`config.mk`:
```
export PLATFORM = sky130hd
export DESIGN_NAME = apb_gpio_ctrl
export DESIGN_NICKNAME = d
export VERILOG_FILES = /design/src/rtl/apb_gpio_ctrl.sv
export SDC_FILE = /design/constraint.sdc
export NUM_CORES = 1
export LEC_CHECK = 0
export BUFFER_PORTS_ARGS = -buffer_cell sky130_fd_sc_hd__clkbuf_2
export CAP_MARGIN = 0
export CORE_UTILIZATION = 35
export DETAILED_ROUTE_END_ITERATION = 16
export SLEW_MARGIN = 20
export SYNTH_ARGS = -nofsm -noshare
export SYNTH_HDL_FRONTEND = slang
export SYNTH_SLANG_ARGS = --single-unit
```
`constraint.sdc`:
```
create_clock -name clk -period 2.5 [get_ports clk]
set_input_delay 0 -clock clk [delete_from_list [all_inputs] [get_ports clk]]
set_output_delay 0 -clock clk [all_outputs]
set_load 0.05 [all_outputs]
```
`src/rtl/apb_gpio_ctrl.sv`:
```
// ---------------------------------------------------------------------------
// apb_gpio_ctrl
//
// APB slave GPIO controller. Holds the pad direction and output registers,
// synchronises the asynchronous pad inputs and latches enabled rising/falling
// edges into sticky status bits. The interrupt is a level: the OR of STATUS.
//
// Register map (byte offsets, PADDR[11:0]):
//   0x00 DIR      RW    1 = pin driven
//   0x04 OUT      RW    pad output values
//   0x08 IN       RO    synchronised pad inputs
//   0x0C RISE_EN  RW    rising-edge capture enable
//   0x10 FALL_EN  RW    falling-edge capture enable
//   0x14 STATUS   RW1C  sticky edge flags
//   0x18 OUT_SET  WO    OUT |= PWDATA
//   0x1C OUT_CLR  WO    OUT &= ~PWDATA
//
// Ports:
//   clk, reset_n        clock, asynchronous active-low reset
//   PADDR..PWDATA       APB requester inputs
//   PRDATA, PREADY,     APB completer outputs
//   PSLVERR
//   gpio_i              asynchronous pad inputs
//   gpio_o, gpio_oe     registered pad output values / output enables
//   irq                 level interrupt, high while any STATUS bit is set
//
// Handshake: a transfer is accepted when PSEL & PENABLE & PREADY is high at a
// rising clock edge; that edge is the only point where register state changes.
// PREADY is high for the whole access phase (zero wait states) and low
// otherwise. PRDATA/PSLVERR are meaningful only while PREADY is high and are
// held at 0 at all other times.
// ---------------------------------------------------------------------------
module apb_gpio_ctrl #(
  parameter int NUM_GPIO    = 8,
  parameter int SYNC_STAGES = 2
) (
  input  logic                clk,
  input  logic                reset_n,
  input  logic [11:0]         PADDR,
  input  logic                PSEL,
  input  logic                PENABLE,
  input  logic                PWRITE,
  input  logic [31:0]         PWDATA,
  output logic [31:0]         PRDATA,
  output logic                PREADY,
  output logic                PSLVERR,
  input  logic [NUM_GPIO-1:0] gpio_i,
  output logic [NUM_GPIO-1:0] gpio_o,
  output logic [NUM_GPIO-1:0] gpio_oe,
  output logic                irq
);

  localparam logic [2:0]  IDX_DIR     = 3'd0;
  localparam logic [2:0]  IDX_OUT     = 3'd1;
  localparam logic [2:0]  IDX_IN      = 3'd2;
  localparam logic [2:0]  IDX_RISE_EN = 3'd3;
  localparam logic [2:0]  IDX_FALL_EN = 3'd4;
  localparam logic [2:0]  IDX_STATUS  = 3'd5;
  localparam logic [2:0]  IDX_OUT_SET = 3'd6;
  localparam logic [2:0]  IDX_OUT_CLR = 3'd7;
  localparam logic [11:0] LAST_OFF    = 12'h01C;

  logic [NUM_GPIO-1:0] dir_q;
  logic [NUM_GPIO-1:0] out_q;
  logic [NUM_GPIO-1:0] rise_en_q;
  logic [NUM_GPIO-1:0] fall_en_q;
  logic [NUM_GPIO-1:0] status_q;
  logic [NUM_GPIO-1:0] sync_q [SYNC_STAGES];
  logic [NUM_GPIO-1:0] prev_q;

  logic                access;
  logic [2:0]          reg_idx;
  logic                acc_err;
  logic                wr_en;
  logic [NUM_GPIO-1:0] wdata;
  logic [NUM_GPIO-1:0] sync_in;
  logic [NUM_GPIO-1:0] rise;
  logic [NUM_GPIO-1:0] fall;
  logic [NUM_GPIO-1:0] w1c_mask;
  logic [NUM_GPIO-1:0] rd_val;
  logic [31:0]         rd_ext;
  logic                unused_pwdata;

  // PWDATA bits at and above NUM_GPIO have no storage behind them; they are
  // folded into this reduction only so every input bit has a load.
  assign unused_pwdata = ^PWDATA;

  // ------------------------------------------------------------------
  // Decode
  // ------------------------------------------------------------------
  assign access  = PSEL & PENABLE;
  assign reg_idx = PADDR[4:2];
  assign wdata   = PWDATA[NUM_GPIO-1:0];

  // Misaligned, out-of-map, write-to-RO and read-of-WO accesses all error
  // and are not allowed to touch any register.
  assign acc_err = (PADDR[1:0] != 2'b00) || (PADDR > LAST_OFF) ||
                   (PWRITE  && (reg_idx == IDX_IN)) ||
                   (!PWRITE && ((reg_idx == IDX_OUT_SET) || (reg_idx == IDX_OUT_CLR)));

  assign wr_en = access & PWRITE & ~acc_err;

  // ------------------------------------------------------------------
  // APB response; gated by reset_n so every response output is 0 in reset
  // ------------------------------------------------------------------
  always_comb begin
    rd_val = '0;
    case (reg_idx)
      IDX_DIR:     rd_val = dir_q;
      IDX_OUT:     rd_val = out_q;
      IDX_IN:      rd_val = sync_in;
      IDX_RISE_EN: rd_val = rise_en_q;
      IDX_FALL_EN: rd_val = fall_en_q;
      IDX_STATUS:  rd_val = status_q;
      default:     rd_val = '0;
    endcase
    rd_ext                 = '0;
    rd_ext[NUM_GPIO-1:0]   = rd_val;
  end

  assign PREADY  = access & reset_n;
  assign PSLVERR = access & reset_n & acc_err;
  assign PRDATA  = (access && reset_n && !PWRITE && !acc_err) ? rd_ext : 32'h0;

  // ------------------------------------------------------------------
  // Input synchroniser and edge detect
  // ------------------------------------------------------------------
  always_ff @(posedge clk or negedge reset_n) begin
    if (!reset_n) begin
      for (int i = 0; i < SYNC_STAGES; i++) sync_q[i] <= '0;
      prev_q <= '0;
    end else begin
      sync_q[0] <= gpio_i;
      for (int i = 1; i < SYNC_STAGES; i++) sync_q[i] <= sync_q[i-1];
      prev_q <= sync_q[SYNC_STAGES-1];
    end
  end

  assign sync_in = sync_q[SYNC_STAGES-1];
  assign rise    = sync_in & ~prev_q & rise_en_q;
  assign fall    = ~sync_in & prev_q & fall_en_q;

  // ------------------------------------------------------------------
  // Control registers
  // ------------------------------------------------------------------
  always_ff @(posedge clk or negedge reset_n) begin
    if (!reset_n) begin
      dir_q     <= '0;
      out_q     <= '0;
      rise_en_q <= '0;
      fall_en_q <= '0;
    end else if (wr_en) begin
      case (reg_idx)
        IDX_DIR:     dir_q     <= wdata;
        IDX_OUT:     out_q     <= wdata;
        IDX_RISE_EN: rise_en_q <= wdata;
        IDX_FALL_EN: fall_en_q <= wdata;
        IDX_OUT_SET: out_q     <= out_q | wdata;
        IDX_OUT_CLR: out_q     <= out_q & ~wdata;
        default:     ;
      endcase
    end
  end

  // Sticky status: the new edge terms are OR-ed in after the clear, so an
  // edge arriving together with a W1C of the same bit keeps the bit set.
  assign w1c_mask = (wr_en && (reg_idx == IDX_STATUS)) ? wdata : '0;

  always_ff @(posedge clk or negedge reset_n) begin
    if (!reset_n) status_q <= '0;
    else          status_q <= (status_q & ~w1c_mask) | rise | fall;
  end

  assign gpio_o  = out_q;
  assign gpio_oe = dir_q;
  assign irq     = |status_q;

endmodule

```
# == Word-level counts from Yosys, hierarchy flattened ==
# Cells that the tools add are included.
# totals
register_bits,64
word_cells,59
in_bits,57
# classes
n_reduce_logical,20
eq_ne,7
bitwise,19
order_cmp,1
n_mux,4
# op_table
operator,n
$and 8x8->8,6
$pmux 8 s6,1
$not 8->8,4
$or 8x8->8,3
$pmux 8 s3,1
$mux 8,2
$eq 3x3->1 const B,4
$gt 12x5->1 const B,1
$reduce_and 2->1,4
$reduce_or 8->1,1
$eq 3x2->1 const B,2
$logic_and 1x1->1,6
$and 1x1->1,5
$logic_or 1x1->1,4
$eq 3x1->1 const B,1
$logic_not 3->1,1
$reduce_bool 3->1,1
$logic_not 1->1,2
$reduce_bool 2->1,1
$not 1->1,1

# == Depth between registers and ports, before layout ==
# Gate-level depths: netlist of run 1.
# logic_depth
depth_word,12
ltp_mapped,6
mapped_depth_nobuf,4

# == Worst setup path before layout of run 1 ==
# No wires, ideal clock.
# synth_path
path_type,in2out
from,input port PADDR[3]
to,output port PRDATA[5]
stages,6
required_ns,2.500
setup_slack_ns,0.741
t_arrival_ns,1.759
path_cell_list,buf_2 > buf_1 > a21oi_1 > nand2_1 > nor3_1 > nor2b_1
# synth_between
elab_chain_len,7
elab_cells_between_ends,19
# synth_lines
item,line_no,text
"start, declared",39,"input logic [11:0] PADDR,"
"$gt 12x5->1, or another cell as far along",97,assign acc_err = (PADDR[1:0] != 2'b00) || (PADDR > LAST_OFF) ||
"$logic_or 1x1->1, or another cell as far along",97,
$logic_or 1x1->1 / $logic_and 1x1->1 (equally long branches),"97, 99",
$logic_or 1x1->1,98,(PWRITE && (reg_idx == IDX_IN)) ||
$logic_not 1->1,123,assign PRDATA = (access && reset_n && !PWRITE && !acc_err) ? rd_ext : 32'h0;
$logic_and 1x1->1,123,
$mux 8 (*),123,
"end, declared",44,"output logic [31:0] PRDATA,"
# Mark *: on every way between the ends. The rest lies on a longest branch, timed or not.

# == Final worst setup path of run 1 ==
# layout_path
from,input port PADDR[1]
to,register dir_q[4] (netlist: gpio_oe[4])
# layout_between
elab_chain_len,7
elab_cells_between_ends,8
# layout_lines
item,line_no,text
$gt 12x5->1 / $reduce_bool 2->1 (equally long branches),97,
$logic_or 1x1->1 (*) (2 in a row),97,
$logic_or 1x1->1 (*),98,
$not 1->1 (*),101,assign wr_en = access & PWRITE & ~acc_err;
$and 1x1->1 (*),101,
$reduce_and 2->1 (no line) (*),--,
"end signal, assigned",154,IDX_DIR: dir_q <= wdata;
"end, declared",63,logic [NUM_GPIO-1:0] dir_q;
# Marks and branches as above.
# A chain may end at the register's enable or synchronous reset.

==> impl_metrics.csv, run 1 <==
group,metric,value,unit
synth,synth-warning-count,0,
critical_path,worst_path_buffer_plus_inverter_count,2,
timing,hold_viol_final,0,
critical_path,critPathSlowestCell,"sky130_fd_sc_hd__or4_1",
detailed_routing,drt_pass1_iterations,4,
cells_and_area,diodes,0,
clocking,tritoncts,"done",
timing,tightestPinTransition,808,ps
clocking,root_driver,"sky130_fd_sc_hd__clkbuf_8",
power,leakagePower,1.85,nW
synth,post-synth-top-area-cell,"sky130_fd_sc_hd__dfrtp_1",
die,std_cell_rows,34,
placed_design,dp_worst_setup_slack,545,ps
critical_path,cp_max_fo,8,
timing,shortest_period_the_worst_path_allows,2160,ps
cells_and_area,post_route_cells_drive_above_1_share,0.288,
global_route,number_of_global_route_vias_before_repair,2484,
critical_path,path_cells,"dlygate4sd3_1 -> clkbuf_2 -> and4b_1 -> nand3_2 -> or4_1 -> mux2_4",
hold_path,min_delay_path_class,"primary input to register",
clocking,clock-sinks,64,
die,die_x,97.2,um
power,power.ir.vdd_worst,0.232,mV
detailed_routing,wire_per_inst,16.2,um
flow_run,cap_viol_max_count,0,
die,number_of_ports_placed_on_the_die_boundary,108,
clocking,cts_resized,0,
critical_path,critical_path.top_delay_family,"simple AND/OR/NAND/NOR gates",
synth,yosysTopAreaCellShare,0.505,
global_route,initial_antenna_violation_count,0,
run_status,status,"completed",
timing,worst_clock_skew,2.90,ps
cells_and_area,design.final.nets,427,
detailed_routing,route.detailed.drc,0,
clocking,h-tree-depth,3,
critical_path,timing.setup.critical_path_class,"primary input to register",
global_route,grt_start_max_net_pins,65,
detailed_routing,number_of_drc_markers_in_iteration_0,146,
synth,ys_seq_area_frac,0.505,
cells_and_area,final_common_cell,"sky130_fd_sc_hd__dfrtp_1",
timing,fmaxAchievable,463,MHz
global_route,grt_pass1_wl,12900,um
detailed_routing,dr_total_vias,2501,
timing,postLayoutSetupSlackWorst,341,ps
die,core,8760,um^2
timing,max-slew-margin-rel,0.461,
critical_path,timing.critical_path.arrival,2390,ps
die,floorplan.initialDensity,0.362,
synth,syn-instance-count,285,
global_route,global_route.overflow_total,0,
critical_path,crit_path_max_incr_delay,780,ps
clocking,clkLatencyLatePin,340,ps
synth,syn_area,3170,um^2
timing,grt_setup_unrepaired,"false",
timing,slew_violations,0,
synth,netlist_top_cells_area,"sky130_fd_sc_hd__dfrtp_1 50%, sky130_fd_sc_hd__buf_4 5.7%, sky130_fd_sc_hd__mux2i_1 4.7%",
critical_path,critical_path.startpoint_type,"primary input",
timing,post-route-period-util,0.864,
die,die_area,9450,um^2
critical_path,timing.critical_path.to_type,"register",
synth,post_synth_num_cell_types,40,
clocking,post_cts_buffers,0,
cells_and_area,mostFrequentLayoutCells,"64 x sky130_fd_sc_hd__dfrtp_1, 58 x sky130_fd_sc_hd__clkbuf_2, 24 x sky130_fd_sc_hd__conb_1",
detailed_routing,drt-vias-per-instance,5.18,
clocking,ctsLongestPathBuffers,2,
placed_design,dp_hpwl,5420,um
synth,synth_seq_cells,64,
synth,post_synth.cell_area_avg,11.1,um^2
clocking,numCtsBuffers,9,
timing,finalSetupViolations,0,
global_route,grt_usage,0.177,
cells_and_area,num-fill-cells,861,
detailed_routing,antenna_violating_nets_post_route,0,
detailed_routing,totalWireLength,7820,um
die,die_y,97.2,um
placed_design,routabilityCongestion,0.789,
power,p_per_cell_area,553,nW/um^2
cells_and_area,syn_to_final_growth,22.9,%
timing,post_route_setup_tns,0,ps
placed_design,placement.io_buffers,59,
clocking,holdBufCountCts,18,
critical_path,required,2730,ps
clocking,cts.clk_slew.worst_paths,70,ps
## flip-flops by register name, indices dropped and copies added (netlist names)
register and count:
gpio_oe 8, fall_en_q 8, status_q 8, prev_q 8, sync_in 8, sync_q 8
gpio_o 8, rise_en_q 8
## Yosys cell counts (all sizes together)
cell type  count
a211oi         8
a21oi          8
a2bb2oi        4
and2           7
and3           2
and3b          2
and4b          1
buf           28
clkbuf         9
conb           1
dfrtp         64
inv           12
mux2          16
mux2i         15
mux4           3
nand2         23
nand2b         1
nand3          1
nand3b         8
nand4          5
nand4b         1
nor2          10
nor2b          3
nor3           2
nor3b          1
nor4           4
o2111a         1
o211a          1
o211ai         9
o21ai         18
o221ai         5
o22ai         10
or4            1
or4b           1
## worst paths after layout
check,depth (start not counted),from,slack [ps],end
hold / removal,4,PADDR[5],30,gpio_o[6]$_DFFE_PN0P_
setup / recovery,6,PADDR[1],340,gpio_oe[4]$_DFFE_PN0P_
hold reg to reg,0,sync_q[9]$_DFF_PN0_,350,sync_in[1]$_DFF_PN0_
min in group asynchronous,3,reset_n,470,gpio_o[1]$_DFFE_PN0P_
setup reg to reg,2,gpio_o[4]$_DFFE_PN0P_,1560,gpio_o[4]$_DFFE_PN0P_
max in group asynchronous,3,reset_n,1510,gpio_o[6]$_DFFE_PN0P_
## layer usage
layer / vias to the layer above / part of all wire / global-route usage
li1: 1157 / - / -
met3: 15 / 0.049 / 0.0309
met5: - / 0 / 0
met2: 94 / 0.48 / 0.275
met1: 1235 / 0.45 / 0.245
met4: 0 / 0.020 / 0.0747
## logic make-up (layout without fill, tap and decap cells)
family / Yosys count / in the layout / share of synthesized area
other: 1 / 24 / 0.00118
buffers and inverters: 49 / 116 / 0.0891
multiplexers: 34 / 34 / 0.135
AO/OA/AOI/OAI: 64 / 64 / 0.132
flip-flops: 64 / 64 / 0.505
AND/OR/NAND/NOR: 73 / 73 / 0.138
## power by group
group / switching [mW] / internal (mW) / leakage [nW]
combinational: 0.179 / 0.0794 / 0.963
sequential: 0.0121 / 1.06 / 0.792
clock: 0.390 / 0.441 / 0.0927
total: 0.582 / 1.58 / 1.85
## cell type report
cell class | count | area (um^2) | area share
Sequential cell | 64 | 1600 | 0.411
Multi-Input combinational cell | 195 | 1380 | 0.353
Timing Repair Buffer | 88 | 558 | 0.143
Clock buffer | 14 | 173 | 0.0443
Tap cell | 108 | 135 | 0.0346
Inverter | 12 | 45.0 | 0.0115
Clock inverter | 2 | 12.5 | 0.00321
## worst register-to-register path: stages (launching register included)
cell and delay (ps):
sky130_fd_sc_hd__dfrtp_1 420, sky130_fd_sc_hd__o22ai_1 110, sky130_fd_sc_hd__a211oi_1 300
## stage by stage
step / util / power [mW] / hold WS, ps / area (um^2) / cells
3_3_place_gp: 0.403 / 1.32 / 109 / 3540 / 449
4_1_cts: 0.445 / 2.18 / 24.9 / 3900 / 483
3_5_place_dp: 0.403 / 1.32 / 110 / 3540 / 449
6_report: 0.445 / 2.16 / 26.8 / 3900 / 483
5_1_grt: 0.445 / 2.24 / 56.4 / 3900 / 483
2_1_floorplan: - / 1.27 / -296 / 3260 / 308
No activity file was read; power rests on OpenSTA's default activity.
==> inputs of run 2 (changes only) <==
CORE_UTILIZATION = 25   (was 35)
MAX_ROUTING_LAYER = met4   (was not set)
==> run 2 against run 1 <==
- core utilization is 11 points lower
- clock power is 40% higher
- die area rose by 39%
- register-to-register slack improved by 60 ps
- global-route usage down 3.6 points
- worst setup slack improved by 420 ps
- maximum frequency rose by 24%
- largest power group is now the clock network
- final area increased by 4.7%
- the run now ends with negative hold slack left
==> impl_metrics.csv, run 2 (synthesized netlist as in run 1, its figures left out) <==
group,metric,value,unit
clocking,numCtsBuffers,9,
cells_and_area,num-fill-cells,1259,
cells_and_area,diodes,0,
timing,slew_violations,0,
flow_run,cap_viol_max_count,0,
global_route,grt_pass1_wl,13400,um
timing,fmaxAchievable,575,MHz
power,net-switching-power,656,uW
global_route,initial_antenna_violation_count,0,
cells_and_area,multi_input_area,1380,um^2
clocking,clock-sinks,64,
timing,max-slew-margin-rel,0.456,
run_status,status,"finished with violations",
critical_path,r2r_start,"gpio_o[5]$_DFFE_PN0P_",
detailed_routing,dr_total_vias,2490,
die,core,12200,um^2
critical_path,cp_max_fo,5,
critical_path,timing.critical_path.arrival,1740,ps
detailed_routing,antenna_violating_nets_post_route,0,
power,power.sequential.fraction,0.430,
die,std_cell_rows,40,
critical_path,timing.setup.critical_path_class,"register to output pin",
cells_and_area,mostFrequentLayoutCells,"64 x sky130_fd_sc_hd__dfrtp_1, 57 x sky130_fd_sc_hd__clkbuf_2, 24 x sky130_fd_sc_hd__conb_1",
clocking,cts.clk_slew.worst_paths,60,ps
timing,finalSetupViolations,0,
cells_and_area,final_common_cell,"sky130_fd_sc_hd__dfrtp_1",
cells_and_area,seqCellArea,1600,um^2
cells_and_area,fin_util,0.335,
timing,hold_viol_final,48,
timing,shortest_period_the_worst_path_allows,1740,ps
detailed_routing,drt_pass1_iterations,4,
run_status,failed_checks,"negative hold slack",
power,leakagePower,1.88,nW
clocking,cts_resized,0,
timing,whs,-30.8,ps
power,swShare,0.264,
cells_and_area,design.final.nets,425,
detailed_routing,totalWireLength,8370,um
die,floorplan.initialDensity,0.260,
hold_path,min_delay_path_class,"primary input to asynchronous set/reset pin",
placed_design,routabilityCongestion,0.797,
cells_and_area,syn_to_final_growth,28.7,%
clocking,tritoncts,"done",
detailed_routing,wire_per_inst,15.5,um
timing,post-route-period-util,0.696,
global_route,global_route.overflow_total,0,
timing,grt_setup_unrepaired,"false",
clocking,root_driver,"sky130_fd_sc_hd__clkbuf_16",
power,power.ir.vdd_worst,0.334,mV
timing,worst_clock_skew,5.19,ps
detailed_routing,route.detailed.drc,0,
power,power_frac_comb,0.103,
global_route,number_of_global_route_vias_before_repair,2595,
power,internal_power,1.83,mW
die,die_x,115,um
placed_design,detailed_place.area,3640,um^2
cells_and_area,final_design_area_no_fill,4090,um^2
clocking,ctsLongestPathBuffers,2,
global_route,grt_usage,0.141,
critical_path,required,2500,ps
placed_design,dp_hpwl,5900,um
power,p_per_cell_area,609,nW/um^2
timing,tightestPinTransition,817,ps
power,clock_power_share,0.467,
placed_design,placement.io_buffers,59,
clocking,h-tree-depth,3,
die,die_y,115,um
die,number_of_ports_placed_on_the_die_boundary,108,
critical_path,timing.critical_path.to_type,"output pin",
global_route,grt_start_max_net_pins,65,
timing,post_route_setup_tns,0,ps
cells_and_area,post_route_cells_drive_above_1_share,0.295,
critical_path,critical_path.startpoint_type,"register",
critical_path,origin_of_the_worst_setup_path,"gpio_o[1]$_DFFE_PN0P_",
die,die_area,13200,um^2
detailed_routing,drt-vias-per-instance,4.60,
clocking,clkLatencyLatePin,330,ps
detailed_routing,number_of_drc_markers_in_iteration_0,86,
==> run 2: changes by cell type in the layout (fill, tap and decap cells not counted), sizes merged <==
cell and change:
dlygate4sd3 -2, buf +1, clkinvlp +2, clkbuf -5
clkinv +2
==> run 2: layer usage <==
| layer | vias to the layer above | track usage | wire length, um |
|---|---|---|---|
| li1 | 1155 | - | - |
| met4 | 0 | 0.0571 | 164 |
| met3 | 16 | 0.0402 | 507 |
| met5 | - | - | 0 |
| met1 | 1212 | 0.173 | 3750 |
| met2 | 107 | 0.219 | 3950 |
==> run 2: critical path: stages, from the launching register on <==
cell and delay (ps):
sky130_fd_sc_hd__dfrtp_1 410, sky130_fd_sc_hd__mux4_2 460, sky130_fd_sc_hd__inv_1 70, sky130_fd_sc_hd__o22ai_1 60, sky130_fd_sc_hd__and2_1 160, sky130_fd_sc_hd__clkbuf_2 240
==> run 2: final cells by class <==
type | count | area share
repair buffers | 86 | 0.139
well taps | 168 | 0.0515
clock buffers | 10 | 0.0585
flip-flops and latches | 64 | 0.392
clock inverters | 6 | 0.0110
multi-input cells | 195 | 0.337
inverters | 12 | 0.0110
==> run 2: path summary, 6_finish.rpt <==
kind / end / cells past startpoint / slack [ps]
worst max-delay path: PRDATA[1] / 5 / 760
worst min-delay path: sync_q[13]$_DFF_PN0_ / 2 / -30
worst max register to register: gpio_o[5]$_DFFE_PN0P_ / 2 / 1620
worst min register to register: sync_in[7]$_DFF_PN0_ / 0 / 350
max in group asynchronous: gpio_o[6]$_DFFE_PN0P_ / 2 / 1990
min in group clk: gpio_o[6]$_DFFE_PN0P_ / 3 / 30
==> run 2: power groups by stage <==
| stage | logic, mW | registers (mW) | clock network (mW) |
|---|---|---|---|
| 2_1_floorplan | 0.186 | 1.08 | 0 |
| 3_3_place_gp | 0.235 | 1.09 | 0 |
| 3_5_place_dp | 0.238 | 1.09 | 0 |
| 4_1_cts | 0.259 | 1.07 | 1.18 |
| 5_1_grt | 0.279 | 1.07 | 1.23 |
| 6_report | 0.257 | 1.07 | 1.16 |
==> run 2: timing repair <==
item                      4_1_cts  5_1_grt
hold endpoints to repair       31        0
hold buffers                   16        0
buffers inserted                0        0
==> run 2: through the flow <==
step           power (mW)  cells  hold WS, ps  worst slack (ps)
2_1_floorplan        1.27    308         -296               741
3_3_place_gp         1.32    509          109               550
3_5_place_dp         1.33    509          111               522
4_1_cts              2.51    541         8.54               743
5_1_grt              2.58    541         44.8               646
6_report             2.49    541        -30.8               760
==> inputs of run 3 (changes only) <==
clock period = 1.65 ns   (was 2.5 ns; I/O delays follow)
==> run 3 against run 2 <==
- the run now ends clean
- critical path depth did not move
- via count up 5.9%
- power grew 53%
- routed wire length increased by 0.53%
- combinational power increased by 61%
- die area stayed put
- sequential power rose by 51%
- sequential share of layout area down 2.9 points
- sequential cell count stayed put
- first-iteration DRC count is 52% higher
- core utilization increased by 2.7 points
==> impl_metrics.csv, run 3 (synthesized netlist as in run 1, its figures left out) <==
group,metric,value,unit
run_status,status,"completed",
die,number_of_ports_placed_on_the_die_boundary,108,
critical_path,reg_to_reg_setup_timing_slack,750,ps
detailed_routing,drt-vias-per-instance,4.63,
clocking,ctsLongestPathBuffers,2,
timing,slew_violations,0,
die,std_cell_rows,40,
clocking,clock-sinks,64,
critical_path,timing.critical_path.to_type,"output pin",
power,power.sequential.fraction,0.426,
global_route,number_of_global_route_vias_before_repair,2655,
critical_path,origin_of_the_worst_setup_path,"rise_en_q[1]$_DFFE_PN0P_",
detailed_routing,dr_total_vias,2636,
die,die_y,115,um
timing,fmaxAchievable,617,MHz
global_route,global_route.overflow_total,0,
power,leakagePower,2.05,nW
critical_path,path_cells,"mux4_2 -> inv_2 -> o22ai_1 -> and2_4 -> buf_12",
cells_and_area,diodes,0,
flow_run,cap_viol_max_count,0,
placed_design,dp_hpwl,5960,um
timing,post-route-period-util,0.982,
power,p_per_cell_area,862,nW/um^2
critical_path,worst-r2r-cell-count,3,
clocking,numCtsBuffers,9,
cells_and_area,final_cells,569,
critical_path,timing.critical_path.arrival,1620,ps
detailed_routing,route.detailed.drc,0,
timing,finalSetupViolations,0,
cells_and_area,final_common_cell,"sky130_fd_sc_hd__dfrtp_1",
critical_path,required,1650,ps
timing,worst_clock_skew,3.86,ps
global_route,initial_antenna_violation_count,0,
placed_design,dp_worst_setup_slack,11.9,ps
hold_path,min_delay_path_class,"primary input to register",
clocking,cts.clk_slew.worst_paths,50,ps
die,core,12200,um^2
die,die_x,115,um
detailed_routing,antenna_violating_nets_post_route,0,
critical_path,crit_path_max_incr_delay,480,ps
cells_and_area,syn_to_final_growth,39.1,%
hold_path,hold-path-cell-count,3,
timing,grt_setup_unrepaired,"true",
critical_path,critPathSlowestCell,"sky130_fd_sc_hd__mux4_2",
clocking,tritoncts,"done",
cells_and_area,design.final.nets,453,
timing,shortest_period_the_worst_path_allows,1620,ps
clocking,h-tree-depth,3,
timing,hold_viol_final,0,
global_route,grt_usage,0.141,
die,die_area,13200,um^2
timing,postLayoutSetupSlackWorst,29.7,ps
detailed_routing,drt_pass1_iterations,4,
detailed_routing,wire_per_inst,14.8,um
power,net-switching-power,969,uW
critical_path,critical_path.startpoint_type,"register",
critical_path,r2r_start,"gpio_o[1]$_DFFE_PN0P_",
placed_design,placement.io_buffers,59,
power,power.ir.vdd_worst,0.425,mV
detailed_routing,totalWireLength,8410,um
power,power_frac_comb,0.108,
global_route,grt_start_max_net_pins,65,
cells_and_area,post_route_cells_drive_above_1_share,0.357,
power,clock_power_share,0.466,
placed_design,routabilityCongestion,0.815,
cells_and_area,mostFrequentLayoutCells,"64 x sky130_fd_sc_hd__dfrtp_1, 51 x sky130_fd_sc_hd__clkbuf_2, 37 x sky130_fd_sc_hd__buf_4",
die,floorplan.initialDensity,0.260,
global_route,grt_pass1_wl,13500,um
timing,whs,17.5,ps
clocking,root_driver,"sky130_fd_sc_hd__clkbuf_16",
power,swShare,0.255,
detailed_routing,number_of_drc_markers_in_iteration_0,131,
clocking,clkLatencyLatePin,330,ps
power,internal_power,2.83,mW
critical_path,cp_max_fo,3,
placed_design,dp_cells,525,
critical_path,timing.setup.critical_path_class,"register to output pin",
hold_path,hold_start,"PADDR[1]",
-- run 3: final timing paths --
check                                            to
setup / recovery                          PRDATA[1]
hold / removal                gpio_o[6]$_DFFE_PN0P_
setup reg to reg              gpio_o[1]$_DFFE_PN0P_
hold reg to reg                sync_in[3]$_DFF_PN0_
max in group asynchronous  rise_en_q[7]$_DFFE_PN0P_
min in group asynchronous  fall_en_q[5]$_DFFE_PN0P_
-- run 3: power groups by stage --
stage          Combinational [mW]  Clock (mW)  Sequential, mW
2_1_floorplan               0.282           0            1.64
3_3_place_gp                0.370           0            1.65
3_5_place_dp                0.374           0            1.65
4_1_cts                     0.413        1.81            1.62
5_1_grt                     0.448        1.88            1.62
6_report                    0.413        1.77            1.62
-- run 3: through the flow --
step	total power, mW	utilization	TNS, ps	instance area (um^2)
finish	3.80	0.361	0	4410
global route	3.95	0.361	-8.40	4410
CTS	3.84	0.358	0	4370
detailed placement	2.02	0.317	0	3870
global placement	2.02	0.317	0	3870
floorplan	1.93	-	0	3270
-- run 3: critical path: cells and delay by family, from the launching register on --
| family | cells | cell delay (ps) |
|---|---|---|
| buf+inv | 2 | 200 |
| compound gates | 1 | 70 |
| mux | 1 | 480 |
| flops | 1 | 390 |
| simple gates | 1 | 150 |
-- run 3: layer usage --
metal  wire length, um  vias up  global-route usage
met4                82        0              0.0450
met2              3970      121               0.219
met3               522        6              0.0323
met5                 0        -                   -
met1              3840     1299               0.181
li1                  -     1210                   -
-- run 3: area by class of cell --
cell class              instances  area, um^2
fillers                      1241        7800
well taps                     168         210
inverters                      12        45.0
repair buffers                114         883
clock buffers                  12         256
flip-flops and latches         64        1600
clock inverters                 4        28.8
multi-input cells             195        1390
-- run 3: repair_timing --
item / in CTS / in global routing
resized for setup: 2 / 3
hold endpoints to repair: 91 / 0
buffers inserted: 5 / 6
pin swaps: 0 / 3
hold buffers: 17 / 0
setup endpoints to repair: 3 / 5
